===== config.mk =====
export PLATFORM = sky130hd
export DESIGN_NAME = oam_dma_ctrl
export DESIGN_NICKNAME = d
export VERILOG_FILES = /design/src/rtl/dmg_pkg.sv /design/src/rtl/oam_dma_ctrl.sv
export SDC_FILE = /design/constraint.sdc
export NUM_CORES = 1
export LEC_CHECK = 0
export BUFFER_PORTS_ARGS = -buffer_cell sky130_fd_sc_hd__buf_2
export CORE_ASPECT_RATIO = 1.2
export CORE_UTILIZATION = 35
export CTS_BUF_LIST = sky130_fd_sc_hd__clkbuf_8
export CTS_CLUSTER_SIZE = 12
export DETAILED_ROUTE_END_ITERATION = 16
export SYNTH_ARGS = -nofsm -noshare
export SYNTH_HDL_FRONTEND = slang
export SYNTH_SLANG_ARGS = --single-unit

===== constraint.sdc =====
create_clock -name clk -period 2.4 [get_ports clk]
set_input_delay 0.12 -clock clk [delete_from_list [all_inputs] [get_ports clk]]
set_output_delay 0.12 -clock clk [all_outputs]
set_load 0.02 [all_outputs]

===== src/rtl/dmg_pkg.sv =====
`default_nettype none
// ============================================================================
// Package  : dmg_pkg
// Brief    : Shared DMG bus constants, OAM DMA state type and address helpers.
// Revision : 1.0 - initial release
// ============================================================================
package dmg_pkg;

  localparam logic [15:0] ADDR_DMA     = 16'hFF46;
  localparam logic [15:0] ADDR_IO_LO   = 16'hFF00;
  localparam logic [15:0] ADDR_HRAM_HI = 16'hFFFE;
  localparam int          OAM_LEN      = 160;

  typedef enum logic [1:0] {
    IDLE  = 2'd0,
    DELAY = 2'd1,
    XFER  = 2'd2
  } dma_state_t;

  // Echo RAM (E000-FDFF) mirrors WRAM, so the DMA source page folds down.
  function automatic logic [7:0] dma_addr_fold(input logic [7:0] base, input logic fold_en);
    return (fold_en && (base >= 8'hE0)) ? (base & 8'hDF) : base;
  endfunction

  function automatic logic in_io_hram(input logic [15:0] addr);
    return (addr >= ADDR_IO_LO) && (addr <= ADDR_HRAM_HI);
  endfunction

endpackage
`default_nettype wire


===== src/rtl/oam_dma_ctrl.sv =====
`default_nettype none
// ============================================================================
// Module   : oam_dma_ctrl
// Brief    : FF46 OAM DMA engine and CPU/DMA system-bus arbiter.
//            Define OAM_DMA_BUS_LOCK_EN to block CPU reads outside IO/HRAM.
// Revision : 1.0 - initial release
// ============================================================================
module oam_dma_ctrl
  import dmg_pkg::*;
#(
  parameter int XFER_LEN    = OAM_LEN,
  parameter int START_DELAY = 1,
  parameter int ECHO_FOLD   = 1
) (
  input  logic        clk,
  input  logic        rst,
  input  logic        ce,
  input  logic [15:0] cpu_addr,
  input  logic        cpu_write,
  input  logic [7:0]  cpu_d_out,
  input  logic [7:0]  bus_rd_data,
  output logic [15:0] bus_addr,
  output logic        bus_write,
  output logic        dma_active,
  output logic [7:0]  oam_dma_addr,
  output logic [7:0]  oam_dma_data,
  output logic        oam_dma_write,
  output logic [7:0]  dma_reg_rd,
  output logic        cpu_rd_block
);

  localparam logic [7:0] c_last_idx  = 8'(XFER_LEN - 1);
  localparam logic [7:0] c_start_dly = 8'(START_DELAY);

  generate
    if ((XFER_LEN < 1) || (XFER_LEN > 256)) begin : g_len_check
      $error("oam_dma_ctrl: XFER_LEN must be in 1..256");
    end
    if ((START_DELAY < 0) || (START_DELAY > 255)) begin : g_dly_check
      $error("oam_dma_ctrl: START_DELAY must be in 0..255");
    end
  endgenerate

  dma_state_t r_state;
  logic [7:0] r_base;
  logic [7:0] r_idx;
  logic [7:0] r_delay;
  logic       r_oam_write;
  logic [7:0] r_oam_addr;
  logic [7:0] r_oam_data;

  logic       w_trigger;
  logic       w_xfer;
  logic       w_cpu_io;
  logic [7:0] w_src_hi;

  assign w_trigger = ce && cpu_write && (cpu_addr == ADDR_DMA);
  assign w_xfer    = (r_state == XFER);
  assign w_cpu_io  = in_io_hram(cpu_addr);
  assign w_src_hi  = dma_addr_fold(r_base, ECHO_FOLD != 0);

  always_ff @(posedge clk or posedge rst) begin
    if (rst) begin
      r_state     <= IDLE;
      r_base      <= 8'hFF;
      r_idx       <= 8'h00;
      r_delay     <= 8'h00;
      r_oam_write <= 1'b0;
      r_oam_addr  <= 8'h00;
      r_oam_data  <= 8'h00;
    end else begin
      r_oam_write <= 1'b0;
      if (ce) begin
        if (w_xfer) begin
          r_oam_write <= 1'b1;
          r_oam_addr  <= r_idx;
          r_oam_data  <= bus_rd_data;
          r_idx       <= r_idx + 8'd1;
          if (r_idx == c_last_idx) begin
            r_state <= IDLE;
          end
        end else if (r_state == DELAY) begin
          if (r_delay <= 8'd1) begin
            r_delay <= 8'h00;
            r_state <= XFER;
          end else begin
            r_delay <= r_delay - 8'd1;
          end
        end
        // A retrigger overrides the sequencing above; the in-flight byte still lands.
        if (w_trigger) begin
          r_base  <= cpu_d_out;
          r_idx   <= 8'h00;
          r_delay <= c_start_dly;
          if (START_DELAY == 0) begin
            r_state <= XFER;
          end else begin
            r_state <= DELAY;
          end
        end
      end
    end
  end

  assign bus_addr      = w_xfer ? {w_src_hi, r_idx} : cpu_addr;
  assign bus_write     = cpu_write && (!w_xfer || w_cpu_io);
  assign dma_active    = w_xfer;
  assign oam_dma_write = r_oam_write;
  assign oam_dma_addr  = r_oam_addr;
  assign oam_dma_data  = r_oam_data;
  assign dma_reg_rd    = r_base;

`ifdef OAM_DMA_BUS_LOCK_EN
  assign cpu_rd_block = w_xfer && !w_cpu_io;
`else
  assign cpu_rd_block = 1'b0;
`endif

endmodule
`default_nettype wire


# --- Yosys cells after proc, flatten, opt, wreduce, memory -nomap -nowiden ---
# Cells that the tools add are included.
classes:
  reduce_logical: 15
  n_mux: 15
  addsub: 2
  eq_ne: 6
  order_cmp: 4
ops:
  columns: ["op", "n"]
  rows:
  - ["$mux W8", 6]
  - ["$eq A16 B16 Y1 const B", 1]
  - ["$ge A16 B16 Y1 const B", 1]
  - ["$le A16 B16 Y1 const B", 1]
  - ["$mux W16", 1]
  - ["$mux W2", 5]
  - ["$add A8 B1 Y8 const B", 1]
  - ["$eq A8 B8 Y1 const B", 1]
  - ["$ge A8 B8 Y1 const B", 1]
  - ["$le A8 B1 Y1 const B", 1]
  - ["$sub A8 B1 Y8 const B", 1]
  - ["$mux W6", 1]
  - ["$reduce_and A2 Y1", 3]
  - ["$reduce_bool A3 Y1", 2]
  - ["$logic_and A1 B1 Y1", 4]
  - ["$reduce_and A4 Y1", 1]
  - ["$reduce_bool A2 Y1", 2]
  - ["$ne A3 B2 Y1 const B", 1]
  - ["$reduce_and A3 Y1", 1]
  - ["$eq A2 B1 Y1 const B", 1]
  - ["$eq A2 B2 Y1 const B", 1]
  - ["$mux W1", 2]
  - ["$ne A2 B2 Y1 const B", 1]
  - ["$logic_not A1 Y1", 1]
  - ["$logic_or A1 B1 Y1", 1]
totals:
  elab_cells: 49
  output_inout_bits: 44
  regBits: 43

# --- Logic depth before layout (Yosys ltp) ---
# Gate-level depths: netlist of the first run.
depth:
  depth_word: 5
  ltp_mapped: 7

# --- Worst setup path after synthesis of the first run ---
# No wires, ideal clock.
synth_path:
  path_type: "register -> register"
  from: "reg r_delay[0]"
  to: "reg r_delay[1]"
  setup_slack_ps: 618
  period_less_slack_ps: 1782
  arrival_time_ps: 1704
  setup_time_ps: 77
  n_path_buf: 1
  t_required_ps: 2323
  stages_incl_launch_ff: 8
  path_cell_list: "dfrtp_1 -> inv_1 -> ha_1 -> or2_2 -> clkbuf_1 -> and3_1 -> or3_1 -> a21oi_1"
synth_via:
  elab_chain_cells: 5
  word_cells_on_any_way: 6
  classes_between: "add/sub: 1; order compare: 1; mux: 4"
synth_lines:
  columns: ["item", "line_no", "text"]
  rows:
  - ["from (decl)", "oam_dma_ctrl.sv:47", "logic [7:0] r_delay;"]
  - ["from (signal assigned)", "oam_dma_ctrl.sv:87", "r_delay <= r_delay - 8'd1;"]
  - ["from (signal assigned)", "oam_dma_ctrl.sv:94", "r_delay <= c_start_dly;"]
  - ["$sub A8 B1 Y8 or $le A8 B1 Y1 (tied branches)", "oam_dma_ctrl.sv:87, oam_dma_ctrl.sv:83", null]
  - ["$mux W8 *", "oam_dma_ctrl.sv:83", "if (r_delay <= 8'd1) begin"]
  - ["$mux W8 *", "oam_dma_ctrl.sv:82", "end else if (r_state == DELAY) begin"]
  - ["$mux W8 *", "oam_dma_ctrl.sv:74", "if (w_xfer) begin"]
  - ["$mux W8 *", "oam_dma_ctrl.sv:91", "if (w_trigger) begin"]
# Every way passes the cells marked *; elsewhere a longest branch is shown, timed or not. The select of a mux whose other input is x is not followed.
# A chain may end at the register's enable or synchronous reset.

# --- Worst setup path after layout of the first run ---
layout_path:
  from: "reg r_state[0]"
  to: "out bus_write"
layout_via:
  elab_chain_cells: 4
layout_lines:
  columns: ["item", "line_no", "text"]
  rows:
  - ["from (decl)", "oam_dma_ctrl.sv:44", "dma_state_t r_state;"]
  - ["from (signal assigned)", "oam_dma_ctrl.sv:64", "r_state <= IDLE;"]
  - ["from (signal assigned)", "oam_dma_ctrl.sv:80", "r_state <= IDLE;"]
  - ["from (signal assigned)", "oam_dma_ctrl.sv:85", "r_state <= XFER;"]
  - ["$eq A2 B2 Y1", "oam_dma_ctrl.sv:58", "assign w_xfer = (r_state == XFER);"]
  - ["$logic_not A1 Y1", "oam_dma_ctrl.sv:106", "assign bus_write = cpu_write && (!w_xfer || w_cpu_io);"]
  - ["$logic_or A1 B1 Y1", "oam_dma_ctrl.sv:106", null]
  - ["$logic_and A1 B1 Y1", "oam_dma_ctrl.sv:106", null]
  - ["to (decl)", "oam_dma_ctrl.sv:23", "output logic bus_write,"]
# Every way passes these cells.

==> results of run 1 <==
-- metal layers --
metal | wire, um | vias to the layer above
met3 | 365 | 9
li1 | - | 997
met2 | 2540 | 70
met4 | 121 | 0
met5 | 0 | -
met1 | 2350 | 969
-- cells in the mapped netlist (5+ instances only) --
library cell / n / share of area, %
dfstp_2: 8 / 9.5
nand3_1: 6 / 1.4
clkbuf_1: 6 / 1.0
dfrtp_1: 35 / 40
mux2_2: 7 / 3.6
a21oi_1: 7 / 1.6
inv_1: 5 / 0.85
nor2_1: 19 / 3.2
nand2_1: 96 / 16
nand4_1: 5 / 1.4
mux2i_1: 5 / 2.3
-- state kept, by name, summed over array words and instances (netlist names) --
signal and count:
dma_reg_rd 8, oam_dma_addr 8, oam_dma_data 8, r_delay 8
r_idx 8, r_state 2, oam_dma_write 1
-- final timing paths --
kind / start / end / cells after the start
max: r_state[0]$_DFFE_PP0P_ / bus_write / 4
min: bus_rd_data[6] / oam_dma_data[6]$_DFFE_PP0P_ / 3
max reg2reg: r_delay[0]$_DFFE_PP0P_ / r_delay[1]$_DFFE_PP0P_ / 6
min reg2reg: oam_dma_data[6]$_DFFE_PP0P_ / oam_dma_data[6]$_DFFE_PP0P_ / 2
max in group asynchronous: rst / dma_reg_rd[0]$_DFFE_PP1P_ / 4
min in group asynchronous: rst / oam_dma_write$_DFF_PP0_ / 4
-- power by group through the flow --
| stage | Clock, mW | Sequential [mW] | Combinational (mW) |
|---|---|---|---|
| 3_5_place_dp | 0 | 0.739 | 0.108 |
| 6_report | 0.571 | 0.725 | 0.116 |
| 5_1_grt | 0.618 | 0.726 | 0.130 |
| 4_1_cts | 0.589 | 0.725 | 0.118 |
| 3_3_place_gp | 0 | 0.739 | 0.108 |
| 2_1_floorplan | 0 | 0.740 | 0.0509 |
-- final cells by class --
cell class,count,area (sq um),share of cell area [%]
well taps,82,103,3.58
inverters,6,22.5,0.787
clock buffers,5,68.8,2.40
multi-input cells,190,1030,36.0
clock inverters,3,43.8,1.53
flip-flops and latches,43,1090,37.9
repair buffers,91,508,17.7
-- metrics by stage --
| step | hold WS [ns] | instances | utilization [%] | instance area (sq um) | total power, mW |
|---|---|---|---|---|---|
| 3_5_place_dp | 0.292 | 404 | 44.1 | 2670 | 0.847 |
| 5_1_grt | 0.0158 | 420 | 47.3 | 2860 | 1.47 |
| 3_3_place_gp | 0.292 | 404 | 44.1 | 2670 | 0.847 |
| 2_1_floorplan | 0.225 | 251 | - | 2210 | 0.791 |
| 4_1_cts | 0.000566 | 420 | 47.3 | 2860 | 1.43 |
| 6_report | 0.00664 | 420 | 47.3 | 2860 | 1.41 |
-- critical path: cells and delay by family, from the launching register on --
kind | cells | cell delay [ns]
flops | 1 | 0.46
simple gates | 1 | 0.16
buf+inv | 2 | 0.61
compound gates | 1 | 0.30
-- kinds of logic (layout without fill, tap and decap cells) --
logic type	Yosys count	in the layout	share of synthesized area, %
AOI/OAI and AO/OA	17	17	4.59
other	1	1	0.170
and+or+nand+nor	149	149	31.0
adders and majority gates	3	3	1.70
buffers and inverters	18	105	4.08
DFF	43	43	49.2
muxes	13	13	6.52
xor gates and xnor gates	7	7	2.78
==> impl_metrics.ini, run 1 <==
[route]
dr.pass1.iters = 4
antenna_left = 0
drc = 0
vias = 2045
wl_per_cell_um = 12.8
totalWireLength_mm = 5.38
vias_per_cell = 4.87
drtIter0Drc = 41

[synthesis]
yosysWarnings = 0
netlist_area_sq_um = 2210
synth_edf_count = 0
syn_nets = 290
yosysSeqAreaShare_pct = 49.2
synth_cell_type_count = 40
synth_top_flop_cell = dfrtp_1
synth_area_per_cell_sq_um = 8.79
synthArstFlopShare_pct = 100
netlist_instances = 251
synth-seq-cells = 43

[sta]
period_share_pct = 80.6
setup_viol = 0
grt_setup_unrepaired = false
min_period_ns = 1.93
skew_ns = 0.0132
worst_pin_slew_ns = 0.698
setup_ws_ns = 0.466
slew_headroom_pct = 53.1
final_max_slew_viol_count = 0
fin_setup_tns_ns = 0
hold_violations = 0
fmax_ghz = 0.517

[power_and_ir_drop]
p_leak_nw = 1.57
seqPwrFrac_pct = 51.4
switching_power_uw = 329
p_clk_share_pct = 40.4
swShare_pct = 23.3
vdd_drop_max_mv = 0.341
internal_power_mw = 1.08
p_per_area_nw_per_um2 = 493
comb_power_share_pct = 8.2

[cts]
cts_tree = yes
numCtsBuffers = 5
cts_buffer_depth = 2
clock-root-buffer = clkbuf_8
clock_sinks = 43
cts_resized = 0
cts_hold_buf = 8
postCtsSetupBuffers = 0
clk_latency_ns = 0.30
h-tree-depth = 2
clkSlewWorstSetupHoldPaths_ns = 0.09

[cells_and_area]
antennaDiodeCount = 0
syn_to_final_growth_pct = 29.7
final_common_cell = nand2_1
drive_above_1_share_pct = 33.4
fillers = 617
final_cell_mix = nand2_1, buf_2, dfrtp_1, nor2_1
nets = 376

[grt]
busiest_layer = met2
grt_usage_pct = 17.5
grt_pass1_wl_mm = 8.72
grt_pass1_vias = 2033
grt_overflow_total = 0
grt_use_met3_pct = 5.41
grt_antenna_before_repair = 0
use_met2_pct = 29.0
grt_max_degree = 44
met1_usage_pct = 20.3

[setup_path]
cp.required_ns = 2.28
crit_path_top_delay_cell = dfrtp_1
reg2reg_slack_ns = 0.57
critPathMaxFanout = 17
cp-start-kind = flop
critPathKind = flop to output port
critical-path-max-stage-delay_ns = 0.46
cp_cell_sequence = nand2b_1 -> clkinv_1 -> a21boi_0 -> buf_2
critical_path_arrival_ns = 1.81
endpoint_kind = output port

[die]
die_area_sq_um = 6630
die_w_um = 74.5
ios = 80
fp.dieH_um = 89.0
core_sq_um = 6050
start_util_pct = 36.5
rows = 31

[placed_design]
post-dp-hpwl_mm = 3.82
place_congestion = 0.769
io_buffers = 78
place_worst_setup_slack_ns = 0.600

[status]
outcome = complete, no violations

[job]
maxCapViolations = 0

[hold_path]
hold_class = primary input to flop
(Power assumes the default switching activity.)
==> run 2, diff against run 1 <==
- ABC_AREA: default -> 1
- clock period: 2.4 -> 1.8 ns (I/O delays scaled with it)
==> impl_metrics.ini, run 2 <==
[synthesis]
synth_area_per_cell_sq_um = 7.41
synth_largest_area_cell = dfrtp_1
synth_top_flop_cell = dfrtp_1
synth_edf_count = 0
yosysSeqAreaShare_pct = 45.1
synth_common_cells = nand2_1, inv_1, o21ai_0
synth-seq-cells = 43
synthTopCellsByArea = dfrtp_1, nand2_1, dfstp_2
netlist_instances = 325
yosysWarnings = 0
netlist_area_sq_um = 2410
synth_cell_type_count = 32
synth_top_area_share_pct = 36.4
synthArstFlopShare_pct = 100
syn_nets = 364
synth_most_common_cell = nand2_1

[setup_path]
cp-start-kind = flop
endpoint_kind = flop
critPathMaxFanout = 7
critical_path_arrival_ns = 1.86
cp.required_ns = 2.02
critPathKind = flop to flop

[placed_design]
placed_area_sq_um = 2890
io_buffers = 78
place_worst_setup_slack_ns = 0.221
place_congestion = 0.863
post-dp-hpwl_mm = 4.36

[sta]
fin_setup_tns_ns = 0
hold_violations = 0
skew_ns = 0.00522
setup_ws_ns = 0.154
fmax_ghz = 0.607
fin_hold_ws_ns = 0.00911
period_share_pct = 91.5
final_max_slew_viol_count = 0
setup_viol = 0
min_period_ns = 1.65
grt_setup_unrepaired = false
slew_headroom_pct = 63.4
worst_pin_slew_ns = 0.548

[power_and_ir_drop]
internal_power_mw = 1.44
swShare_pct = 26.6
comb_power_share_pct = 13.1
p_clk_share_pct = 35.6
vdd_drop_max_mv = 0.470
p_leak_nw = 1.69
seqPwrFrac_pct = 51.3
p_per_area_nw_per_um2 = 631
switching_power_uw = 523

[route]
vias_per_cell = 4.72
totalWireLength_mm = 6.22
antenna_left = 0
wl_per_cell_um = 12.3
drc = 0
vias = 2377
drtIter0Drc = 129
dr.pass1.iters = 4

[cells_and_area]
final_cell_mix = nand2_1, buf_2, inv_1, o21ai_0, dfrtp_1
nets = 457
final_area_sq_um = 3120
drive_above_1_share_pct = 27.2
antennaDiodeCount = 0
syn_to_final_growth_pct = 29.5
final_common_cell = nand2_1

[die]
rows = 32
die_area_sq_um = 7210
die_w_um = 77.7
ios = 80
start_util_pct = 36.9
core_sq_um = 6530
fp.dieH_um = 92.9

[cts]
postCtsSetupBuffers = 0
clock-root-buffer = clkbuf_8
h-tree-depth = 2
clkSlewWorstSetupHoldPaths_ns = 0.09
cts_buffer_depth = 2
cts_tree = yes
clk_latency_ns = 0.30
cts_resized = 0
numCtsBuffers = 5
clock_sinks = 43

[grt]
grt_overflow_total = 0
grt_max_degree = 44
grt_pass1_vias = 2290
grt_antenna_before_repair = 0
grt_pass1_wl_mm = 10.5
grt_usage_pct = 18.4

[hold_path]
hold_class = primary input to flop

[job]
maxCapViolations = 0

[status]
outcome = complete, no violations
## run 2: power groups by stage
stage	Combinational, mW	Clock, mW	Sequential [mW]
after floorplan	0.107	0	1.05
after global placement	0.237	0	1.03
after detailed placement	0.238	0	1.03
after CTS	0.259	0.727	1.01
after global routing	0.285	0.764	1.01
final	0.258	0.701	1.01
## run 2: final cells by class
class | instances | area (sq um)
Clock inverter | 1 | 7.51
Clock buffer | 7 | 96.3
Fill cell | 682 | 3410
Multi-Input combinational cell | 231 | 1090
Tap cell | 85 | 106
Inverter | 40 | 150
Timing Repair Buffer | 97 | 576
Sequential cell | 43 | 1090
## run 2: logic make-up after synthesis
kind of cell               Yosys count  share of synthesized area, %
buffers and inverters               51                          9.41
AOI/OAI and AO/OA                   46                          10.3
other                                1                         0.156
and+or+nand+nor                    175                          31.3
adders and majority gates            3                          1.56
xor gates and xnor gates             6                          2.18
DFF                                 43                          45.1
## run 2: final timing paths
kind                                           start                         to  slack (ns)  depth (start not counted)
hold reg to reg            dma_reg_rd[5]$_DFFE_PP1P_  dma_reg_rd[5]$_DFFE_PP1P_        0.48                          2
max in group asynchronous                        rst  dma_reg_rd[2]$_DFFE_PP1P_        0.95                          4
hold / removal                          cpu_d_out[7]  dma_reg_rd[7]$_DFFE_PP1P_       0.009                          3
setup / recovery              r_delay[0]$_DFFE_PP0P_     r_delay[0]$_DFFE_PP0P_        0.15                          8
setup reg to reg              r_delay[0]$_DFFE_PP0P_     r_delay[0]$_DFFE_PP0P_        0.15                          8
min in group asynchronous                        rst     r_delay[7]$_DFFE_PP0P_        0.46                          4
## run 2: per-layer routing
metal | track usage (%) | vias up | routed length, um
met3 | 3.35 | 5 | 309
met4 | 5.03 | 0 | 55
met1 | 23.2 | 1099 | 2870
li1 | - | 1211 | -
met2 | 31.8 | 62 | 2990
met5 | 0 | - | 0
## run 2: worst max-delay path, stage by stage, from the launching register on
cell     delay [ns]
dfrtp_1        0.39
inv_1          0.10
ha_1           0.24
or2_2          0.29
nand3_1        0.11
inv_1          0.14
o21ai_0        0.17
nand2_1        0.06
o21ai_0        0.07
## run 2: through the flow
step | power (mW) | std cells | utilization (%)
after CTS | 1.99 | 504 | 47.8
after global placement | 1.26 | 484 | 44.3
after detailed placement | 1.26 | 484 | 44.3
after floorplan | 1.15 | 325 | -
final | 1.97 | 504 | 47.8
after global routing | 2.06 | 504 | 47.8
## run 2: what timing repair did
item	4_1_cts	5_1_grt
hold buffers	12	0
endpoints found under the setup margin	0	0
endpoints found under the hold margin	46	0
==> run 3, diff against run 2 <==
- ABC_AREA: 1 -> 0
==> impl_metrics.ini, run 3 (synthesized netlist as in run 1, its figures left out) <==
[placed_design]
io_buffers = 78
place_congestion = 0.759
post-dp-hpwl_mm = 3.72
place_worst_setup_slack_ns = 0.0600
dp_cells = 409

[cells_and_area]
antennaDiodeCount = 0
syn_to_final_growth_pct = 31.1
final_common_cell = nand2_1
stdcell_count = 427
drive_above_1_share_pct = 34.8
final_cell_mix = nand2_1, buf_2, dfrtp_1, nor2_1, buf_4
nets = 383
fillers = 629

[grt]
grt_pass1_wl_mm = 8.85
grt_pass1_vias = 1981
grt_antenna_before_repair = 0
grt_max_degree = 44
grt_overflow_total = 0
grt_usage_pct = 17.3

[job]
maxCapViolations = 0

[cts]
cts_tree = yes
h-tree-depth = 2
clock-root-buffer = clkbuf_8
cts_buffer_depth = 2
numCtsBuffers = 5
clkSlewWorstSetupHoldPaths_ns = 0.08
clock_sinks = 43
clk_latency_ns = 0.29

[power_and_ir_drop]
p_leak_nw = 1.59
vdd_drop_max_mv = 0.520
p_per_area_nw_per_um2 = 597

[setup_path]
crit_path_top_delay_cell = dfrtp_2
critical-path-max-stage-delay_ns = 0.42
crit_family = simple AND/OR/NAND/NOR gates
endpoint_kind = flop
cp.required_ns = 2.02
cp_cell_sequence = inv_1 -> ha_1 -> or2_2 -> and3_1 -> or3_1 -> a21oi_1
critPathKind = flop to flop
cp-start-kind = flop
path_buf_inv = 1
critical_path_arrival_ns = 1.92
critPathMaxFanout = 7

[route]
wl_per_cell_um = 12.5
totalWireLength_mm = 5.32
antenna_left = 0
vias = 2024
drc = 0
vias_per_cell = 4.74
drtIter0Drc = 82
dr.pass1.iters = 4

[die]
ios = 80
die_area_sq_um = 6630
start_util_pct = 36.5
die_w_um = 74.5
fp.dieH_um = 89.0
rows = 31
core_sq_um = 6050

[sta]
fin_setup_tns_ns = 0
setup_ws_ns = 0.101
slew_headroom_pct = 63.7
grt_setup_unrepaired = false
skew_ns = 0.00807
min_period_ns = 1.70
period_share_pct = 94.4
final_max_slew_viol_count = 0
worst_pin_slew_ns = 0.545
setup_viol = 0
fmax_ghz = 0.589
hold_violations = 0

[status]
outcome = complete, no violations

[hold_path]
hold_class = primary input to flop
run 3: final timing paths:
kind	start	end	slack [ns]	cells past startpoint
worst min-delay path	cpu_d_out[0]	dma_reg_rd[0]$_DFFE_PP1P_	0.02	2
min in group asynchronous	rst	oam_dma_addr[0]$_DFFE_PP0P_	0.48	4
worst max register to register	r_delay[0]$_DFFE_PP0P_	r_delay[1]$_DFFE_PP0P_	0.10	6
worst max-delay path	r_delay[0]$_DFFE_PP0P_	r_delay[1]$_DFFE_PP0P_	0.10	6
worst min register to register	oam_dma_data[0]$_DFFE_PP0P_	oam_dma_data[0]$_DFFE_PP0P_	0.47	2
max in group asynchronous	rst	r_delay[0]$_DFFE_PP0P_	0.90	4
run 3: per-layer routing:
metal | global-route usage (%) | part of all wire (%) | vias up
met2 | 27.6 | 47 | 73
li1 | - | - | 1008
met4 | 4.97 | 0.88 | 0
met1 | 22.7 | 46 | 938
met5 | 0 | 0 | -
met3 | 4.96 | 6.4 | 5
run 3: through the flow:
stage                     total power [mW]  instance area, sq um  util, %  hold slack (ns)
after floorplan                       1.05                  2210        -            0.195
after global placement                1.13                  2710     44.7            0.262
after detailed placement              1.13                  2710     44.7            0.262
after CTS                             1.75                  2880     47.7           0.0147
after global routing                  1.80                  2890     47.8           0.0147
final                                 1.73                  2890     47.8           0.0221
run 3: timing repair:
item / in CTS / in global routing
endpoints found under the hold margin: 43 / 0
hold buffers: 9 / 0
setup endpoints to repair: 11 / 2
gates resized for setup: 1 / 2
buffers inserted: 0 / 1
run 3: layout make-up:
class | count | area [sq um] | area share, %
well taps | 82 | 103 | 3.55
repair buffers | 98 | 563 | 19.5
clock buffers | 5 | 68.8 | 2.38
clock inverters | 3 | 16.3 | 0.562
flip-flops and latches | 43 | 1090 | 37.6
inverters | 6 | 23.8 | 0.822
multi-input cells | 190 | 1030 | 35.6
run 3: worst reg2reg max path, delay by kind of cell (launching register included):
kind	cells	cell delay [ns]
fa+ha+maj	1	0.20
buf+inv	1	0.06
simple gates	3	0.82
compound gates	1	0.14
flops	1	0.42
run 3: where the power goes:
part	switching (mW)	internal (mW)	leakage (nW)
sequential	0.000463	0.967	0.570
combinational	0.0907	0.0667	0.973
clock	0.336	0.266	0.0453
